[config.mk]
export PLATFORM = sky130hd
export DESIGN_NAME = mio_mem_arbiter
export DESIGN_NICKNAME = d
export VERILOG_FILES = /design/src/rtl/mio_mem_arbiter.sv
export SDC_FILE = /design/constraint.sdc
export NUM_CORES = 1
export LEC_CHECK = 0
export BUFFER_PORTS_ARGS = -buffer_cell sky130_fd_sc_hd__clkbuf_2
export CORE_AREA = 2 2 102 113
export DETAILED_ROUTE_END_ITERATION = 12
export DIE_AREA = 0 0 104 115
export GPL_TIMING_DRIVEN = 0
export PLACE_DENSITY = 0.76
export RECOVER_POWER = 25
export SYNTH_ARGS = -nofsm -noshare
export SYNTH_HDL_FRONTEND = slang
export SYNTH_SLANG_ARGS = --single-unit
export TNS_END_PERCENT = 100
[constraint.sdc]
create_clock -name clk -period 2.01 [get_ports clk]
set_clock_uncertainty 0.05 [all_clocks]
set_input_delay 0.402 -clock clk [delete_from_list [all_inputs] [get_ports clk]]
set_output_delay 0.402 -clock clk [all_outputs]
set_load 0.005 [all_outputs]
[src/rtl/mio_mem_arbiter.sv]
// Round-robin arbiter sharing a single-port data RAM between the CPU memory path and the
// VGA frame fetcher, with fixed-latency access sequencing and one-cycle completion pulses.
module mio_mem_arbiter #(
  parameter int unsigned MEM_LAT = 2,
  parameter int unsigned AW      = 32,
  parameter int unsigned DW      = 32
) (
  input  logic          clk,
  input  logic          reset,
  input  logic          cpu_req,
  input  logic          cpu_we,
  input  logic [AW-1:0] cpu_addr,
  input  logic [DW-1:0] cpu_wdata,
  output logic [DW-1:0] cpu_rdata,
  output logic          MIO_ready,
  input  logic          vga_req,
  input  logic [AW-1:0] vga_addr,
  output logic [DW-1:0] vga_rdata,
  output logic          vga_ack,
  output logic [AW-1:0] mem_addr,
  output logic [DW-1:0] mem_wdata,
  output logic          mem_we,
  input  logic [DW-1:0] mem_rdata,
  output logic [1:0]    grant
);

  localparam int unsigned   CntW    = (MEM_LAT > 1) ? $clog2(MEM_LAT) : 1;
  localparam logic [CntW-1:0] CntLoad = CntW'(MEM_LAT - 1);

  typedef enum logic [1:0] {StIdle, StCpuAcc, StVgaAcc} state_e;

  state_e          state_q, state_d;
  logic [CntW-1:0] cnt_q, cnt_d;
  logic            acc_we_q, acc_we_d;
  logic            last_cpu_q, last_cpu_d;
  logic [AW-1:0]   mem_addr_q, mem_addr_d;
  logic [DW-1:0]   mem_wdata_q, mem_wdata_d;
  logic            mem_we_q, mem_we_d;
  logic [DW-1:0]   cpu_rdata_q, cpu_rdata_d;
  logic [DW-1:0]   vga_rdata_q, vga_rdata_d;
  logic            mio_ready_q, mio_ready_d;
  logic            vga_ack_q, vga_ack_d;
  logic            pick_cpu, pick_vga;

  // Byte-offset bits of the CPU address are not used for word addressing.
  logic unused_addr_lsb;
  assign unused_addr_lsb = ^cpu_addr[1:0];

  always_comb begin
    state_d     = state_q;
    cnt_d       = cnt_q;
    acc_we_d    = acc_we_q;
    last_cpu_d  = last_cpu_q;
    mem_addr_d  = mem_addr_q;
    mem_wdata_d = mem_wdata_q;
    mem_we_d    = 1'b0;
    cpu_rdata_d = cpu_rdata_q;
    vga_rdata_d = vga_rdata_q;
    mio_ready_d = 1'b0;
    vga_ack_d   = 1'b0;
    // On a tie the side that was not served last wins.
    pick_cpu    = cpu_req && (!vga_req || !last_cpu_q);
    pick_vga    = vga_req && !pick_cpu;

    unique case (state_q)
      StIdle: begin
        if (pick_cpu) begin
          state_d     = StCpuAcc;
          cnt_d       = CntLoad;
          acc_we_d    = cpu_we;
          mem_addr_d  = {2'b00, cpu_addr[AW-1:2]};
          mem_wdata_d = cpu_wdata;
          mem_we_d    = cpu_we;
        end else if (pick_vga) begin
          state_d     = StVgaAcc;
          cnt_d       = CntLoad;
          acc_we_d    = 1'b0;
          mem_addr_d  = vga_addr;
          mem_wdata_d = '0;
        end
      end
      StCpuAcc: begin
        if (cnt_q == '0) begin
          state_d     = StIdle;
          mio_ready_d = 1'b1;
          last_cpu_d  = 1'b1;
          if (!acc_we_q) begin
            cpu_rdata_d = mem_rdata;
          end
        end else begin
          cnt_d = cnt_q - CntW'(1);
        end
      end
      StVgaAcc: begin
        if (cnt_q == '0) begin
          state_d     = StIdle;
          vga_ack_d   = 1'b1;
          last_cpu_d  = 1'b0;
          vga_rdata_d = mem_rdata;
        end else begin
          cnt_d = cnt_q - CntW'(1);
        end
      end
      default: state_d = StIdle;
    endcase
  end

  always_ff @(posedge clk) begin
    if (reset) begin
      state_q     <= StIdle;
      cnt_q       <= '0;
      acc_we_q    <= 1'b0;
      last_cpu_q  <= 1'b0;
      mem_addr_q  <= '0;
      mem_wdata_q <= '0;
      mem_we_q    <= 1'b0;
      cpu_rdata_q <= '0;
      vga_rdata_q <= '0;
      mio_ready_q <= 1'b0;
      vga_ack_q   <= 1'b0;
    end else begin
      state_q     <= state_d;
      cnt_q       <= cnt_d;
      acc_we_q    <= acc_we_d;
      last_cpu_q  <= last_cpu_d;
      mem_addr_q  <= mem_addr_d;
      mem_wdata_q <= mem_wdata_d;
      mem_we_q    <= mem_we_d;
      cpu_rdata_q <= cpu_rdata_d;
      vga_rdata_q <= vga_rdata_d;
      mio_ready_q <= mio_ready_d;
      vga_ack_q   <= vga_ack_d;
    end
  end

  always_comb begin
    grant = 2'b00;
    unique case (state_q)
      StCpuAcc: grant = 2'b01;
      StVgaAcc: grant = 2'b10;
      default:  grant = 2'b00;
    endcase
  end

  assign mem_addr  = mem_addr_q;
  assign mem_wdata = mem_wdata_q;
  assign mem_we    = mem_we_q;
  assign cpu_rdata = cpu_rdata_q;
  assign vga_rdata = vga_rdata_q;
  assign MIO_ready = mio_ready_q;
  assign vga_ack   = vga_ack_q;

endmodule

; Yosys cells after proc, flatten, opt, wreduce, memory -nomap -nowiden
; Index checks and enable logic that the tools add are counted.
[totals]
in_bits = 133
ff_bits = 136
wordCells = 63
out_inout_bits = 133
[op_classes]
add_sub_neg = 1
mux = 19
n_eq_ne = 6
reduce_logical = 20
bitwise = 6
[ops]
columns = cell, n
row1 = $mux W32, 4
row2 = $mux W1, 8
row3 = $pmux W2 S2, 2
row4 = $reduce_and A2 Y1, 4
row5 = $mux W2, 3
row6 = $ne A2 B2 Y1 const B, 3
row7 = $not A1 Y1, 6
row8 = $reduce_and A3 Y1, 2
row9 = $reduce_bool A2 Y1, 3
row10 = $reduce_or A2 Y1, 3
row11 = $pmux W1 S2, 2
row12 = $logic_not A1 Y1, 3
row13 = $ne A3 B3 Y1 const B, 1
row14 = $reduce_or A3 Y1, 1
row15 = $eq A2 B1 Y1 const B, 1
row16 = $eq A2 B2 Y1 const B, 1
row17 = $logic_and A1 B1 Y1, 2
row18 = $logic_not A2 Y1, 1
row19 = $logic_or A1 B1 Y1, 1
row20 = $sub A1 B1 Y1 const B, 1

; Logic depth before layout (Yosys ltp)
[depth]
word_depth = 8
ltp_mapped = 7

; Worst setup path after synthesis
; Ideal clock, no wire load.
[synth_timing]
kind = reg-to-reg
from = register state_q[0]
to = register mem_addr_q[0], in the netlist mem_addr[0]
t_arrival_ns = 1.503
synth_period_minus_slack_ns = 1.674
stages_incl_launch_ff = 7
required_time_ns = 1.838
setup_slack_ns = 0.336
n_path_buf = 1
cell_sequence = dfxtp_1 -> inv_1 -> ha_1 -> and2b_1 -> and3_1 -> buf_2 -> a221o_1
[synth_between]
elab_chain_cells = 2
[synth_rtl]
columns = element, line
row1 = start: declaration, 32  ; state_e state_q, state_d;
row2 = start signal: assignment, 110  ; state_q <= StIdle;
row3 = start signal: assignment, 122  ; state_q <= state_d;
row4 = $logic_not A2 Y1, 65  ; unique case (state_q)
row5 = $reduce_and A2 Y1 (no source line), --
row6 = end signal: assignment, 126  ; mem_addr_q <= mem_addr_d;
row7 = end: declaration, 36  ; logic [AW-1:0] mem_addr_q, mem_addr_d;
; Every way passes these cells.
; A chain may end at the register's enable or synchronous reset.

; Final worst setup path
[layout_timing]
from = register state_q[0]
to = register mem_addr_q[19], in the netlist mem_addr[19]
; Same word-level chain as after synthesis.

==> flow_metrics.tcl <==
set metrics [dict create \
    dieWidth_um 104 \
    whs_ns 0.1631 \
    clkPwrFrac_pct 44.9 \
    ant_nets 0 \
    wl_per_cell_um 16.14 \
    layout_commonest_cell "clkbuf_2" \
    fillers 957 \
    worst_pin_slew_ns 0.5065 \
    layout_common_cells "clkbuf_2, dfxtp_1, nand2_1, a22o_1, clkbuf_1" \
    synth_cells 437 \
    avgSynthCellArea_sq_um 10.66 \
    p_switching_w 0.001740 \
    grt_pass1_wl_um 21980 \
    dp_hpwl_um 10900 \
    p_sw_share_pct 24.76 \
    cp.arrival_ns 2.06 \
    rsz0062_at_grt "false" \
    p_per_area_nw_per_um2 1044 \
    root_buffer "clkbuf_16" \
    fin_cells 880 \
    seq_power_share_pct 42.9 \
    relSlewSlack_pct 66.23 \
    die_h_um 115 \
    grt_pass1_vias 4375 \
    ys_ff_latch 136 \
    setup_violations 0 \
    cp-start-kind "flip-flop" \
    area_delta_synth_final_pct 44.44 \
    syn_area_sq_um 4659 \
    ys_seq_area_share_pct 58.43 \
    fmax_mhz 547.1 \
    p_total_w 0.007027 \
    post_cts_buffers 0 \
    dieArea_sq_um 11960 \
    ctsHtreeMaxLevel 4 \
    grt_remaining_overflow 0 \
    core_area_sq_um 10810 \
    cts_resized 0 \
    globalplace.congestion 0.7958 \
    p_int_w 0.005287 \
    io_buffers 263 \
    period_share_pct 90.93 \
    drv_slew 0 \
    yosys_warnings 0 \
    status "completed" \
    drive_gt1_share_pct 39.07 \
    p_leak_nw 3.270 \
    drc 0 \
    cts_tree "built" \
    path_class "flip-flop to flip-flop" \
    crit_fanout 10 \
    initial_core_util_pct 43.10 \
    finalCriticalPeriod_ns 1.828 \
    track_usage_pct 23.06 \
    clk_latency_ns 0.39 \
    cp.buffers_inverters 2 \
    routed_via_density 5.105 \
    end_kind "flip-flop" \
    hold_viol_final 0 \
    slowest_stage "dfxtp_1" \
    multi_input_comb_area_sq_um 1723 \
    critPathMaxStageDelay_ns 0.38 \
    crit_family "simple AND/OR/NAND/NOR gates" \
    dp_cells 847 \
    antenna_found_initial 2 \
    drtIter0Drc 235 \
    cts_buffer_depth 2 \
    tns_ns 0 \
    cp.required_ns 2.24 \
    ios 266 \
    grt_max_degree 17 \
    yosysUniqueCellTypes 28 \
    seqCellArea_sq_um 2724 \
    path_clk_slew_ns 0.06 \
    dr.pass1.iters 4 \
    p_comb_share_pct 12.2 \
    worstHoldPathType "input pin to flip-flop" \
    drt_wl_total_um 14200 \
    final_nets 857 \
    clkSinkCount 136 \
    cp_cell_sequence "inv_1 -> ha_2 -> and2b_1 -> and3_1 -> buf_2 -> a221o_1" \
    drv_cap 0 \
    cts_hold_buf 0 \
    via_count 4492 \
    cts_buffers 17 \
    syn_nets 575 \
    worst_ir_drop_vdd_v 0.0005810 \
    fp-row-count 40 \
]
==> sequential cells by signal, summed over array words and instances, names as in the netlist <==
signal and count:
MIO_ready 1, acc_we_q 1, cnt_q 1, cpu_rdata 32
last_cpu_q 1, mem_addr 32, mem_wdata 32, mem_we 1
state_q 2, vga_ack 1, vga_rdata 32
==> worst paths after layout <==
path                       from            end  slack [ns]  cells past startpoint
setup / recovery     state_q[0]   mem_addr[19]        0.18                      6
hold / removal    cpu_wdata[30]  mem_wdata[30]        0.16                      2
setup reg to reg     state_q[0]   mem_addr[19]        0.18                      6
hold reg to reg   cpu_rdata[21]  cpu_rdata[21]        0.41                      2
==> synthesized netlist by cell type <==
master    count  area, sq um
nand2b_1      1        6.260
a21oi_1      37        185.2
o21ai_2       1        8.760
buf_6         4        45.04
a22o_1       64        560.5
dfxtp_1     136         2723
inv_1         4        15.01
o21ai_0       3        15.01
ha_1          5        62.56
a221o_1      30        300.3
o311a_1       1        10.01
or3b_1        1        8.760
and2b_1       1        7.510
clkbuf_1     20        75.07
nor3b_2       1        12.51
nor2b_1       1        6.260
and3_1       33        206.5
nand4_1       3        18.77
a21o_1        1        7.510
nand2_1      67        251.5
nor3b_1       1        7.510
o21a_1        1        7.510
and2_1        4        25.02
nand3_1       1        5.000
buf_2        11        55.05
buf_4         3        22.52
inv_2         1        3.750
a21boi_1      1        7.510
==> routing by layer <==
metal  vias to the layer above  routed length, um  share of wire [%]  GRT usage, %
met5                         -                 13              0.092             0
met4                         2                277                2.0         7.568
met3                        25               1115                7.9         7.823
met2                       207               7051                 50         40.75
met1                      2083               5744                 40         26.44
li1                       2175                  -                  -             -
==> layout make-up <==
| class | count | share of cell area (%) |
|---|---|---|
| diodes | 1 | 0.03718 |
| plain buffers | 38 | 2.956 |
| clock buffers | 18 | 6.377 |
| clock inverters | 14 | 2.584 |
| inverters | 5 | 0.2789 |
| multi-input cells | 258 | 25.60 |
| flip-flops and latches | 136 | 40.47 |
| well taps | 147 | 2.733 |
| repair buffers | 263 | 18.96 |
==> logic make-up (layout without fill, tap and decap cells) <==
group / count (synthesis) / count (layout) / share of synthesized area [%]
AO/OA/AOI/OAI: 139 / 139 / 23.66
flip-flops: 136 / 136 / 58.43
AND/OR/NAND/NOR: 114 / 114 / 11.92
buffers and inverters: 43 / 338 / 4.645
adder cells (fa/ha/maj): 5 / 5 / 1.343
other: 0 / 1 / 0
==> power groups by stage <==
stage / Sequential [W] / Combinational (W) / Clock [W]
floorplan: 0.00307 / 0.000406 / 0
global placement: 0.00306 / 0.000848 / 0
detailed placement: 0.00307 / 0.000866 / 0
CTS: 0.00301 / 0.000873 / 0.00322
global route: 0.00304 / 0.000945 / 0.00335
finish: 0.00302 / 0.000858 / 0.00315
==> stage by stage <==
step | worst slack, ns | util, % | area [sq um]
final | 0.1823 | 62.26 | 6730
after global routing | 0.02312 | 62.23 | 6728
after CTS | 0.1052 | 62.56 | 6763
after detailed placement | 0.1157 | 56.98 | 6160
after global placement | 0.1582 | 56.98 | 6160
after floorplan | 0.3357 | - | 4659
==> worst register-to-register path: cells and delay by family (launching register included) <==
kind	cells	cell delay, ns
fa+ha+maj	1	0.23
flops	1	0.38
compound gates	1	0.31
buf+inv	2	0.30
simple gates	2	0.43
No activity file was read; power rests on OpenSTA's default activity.
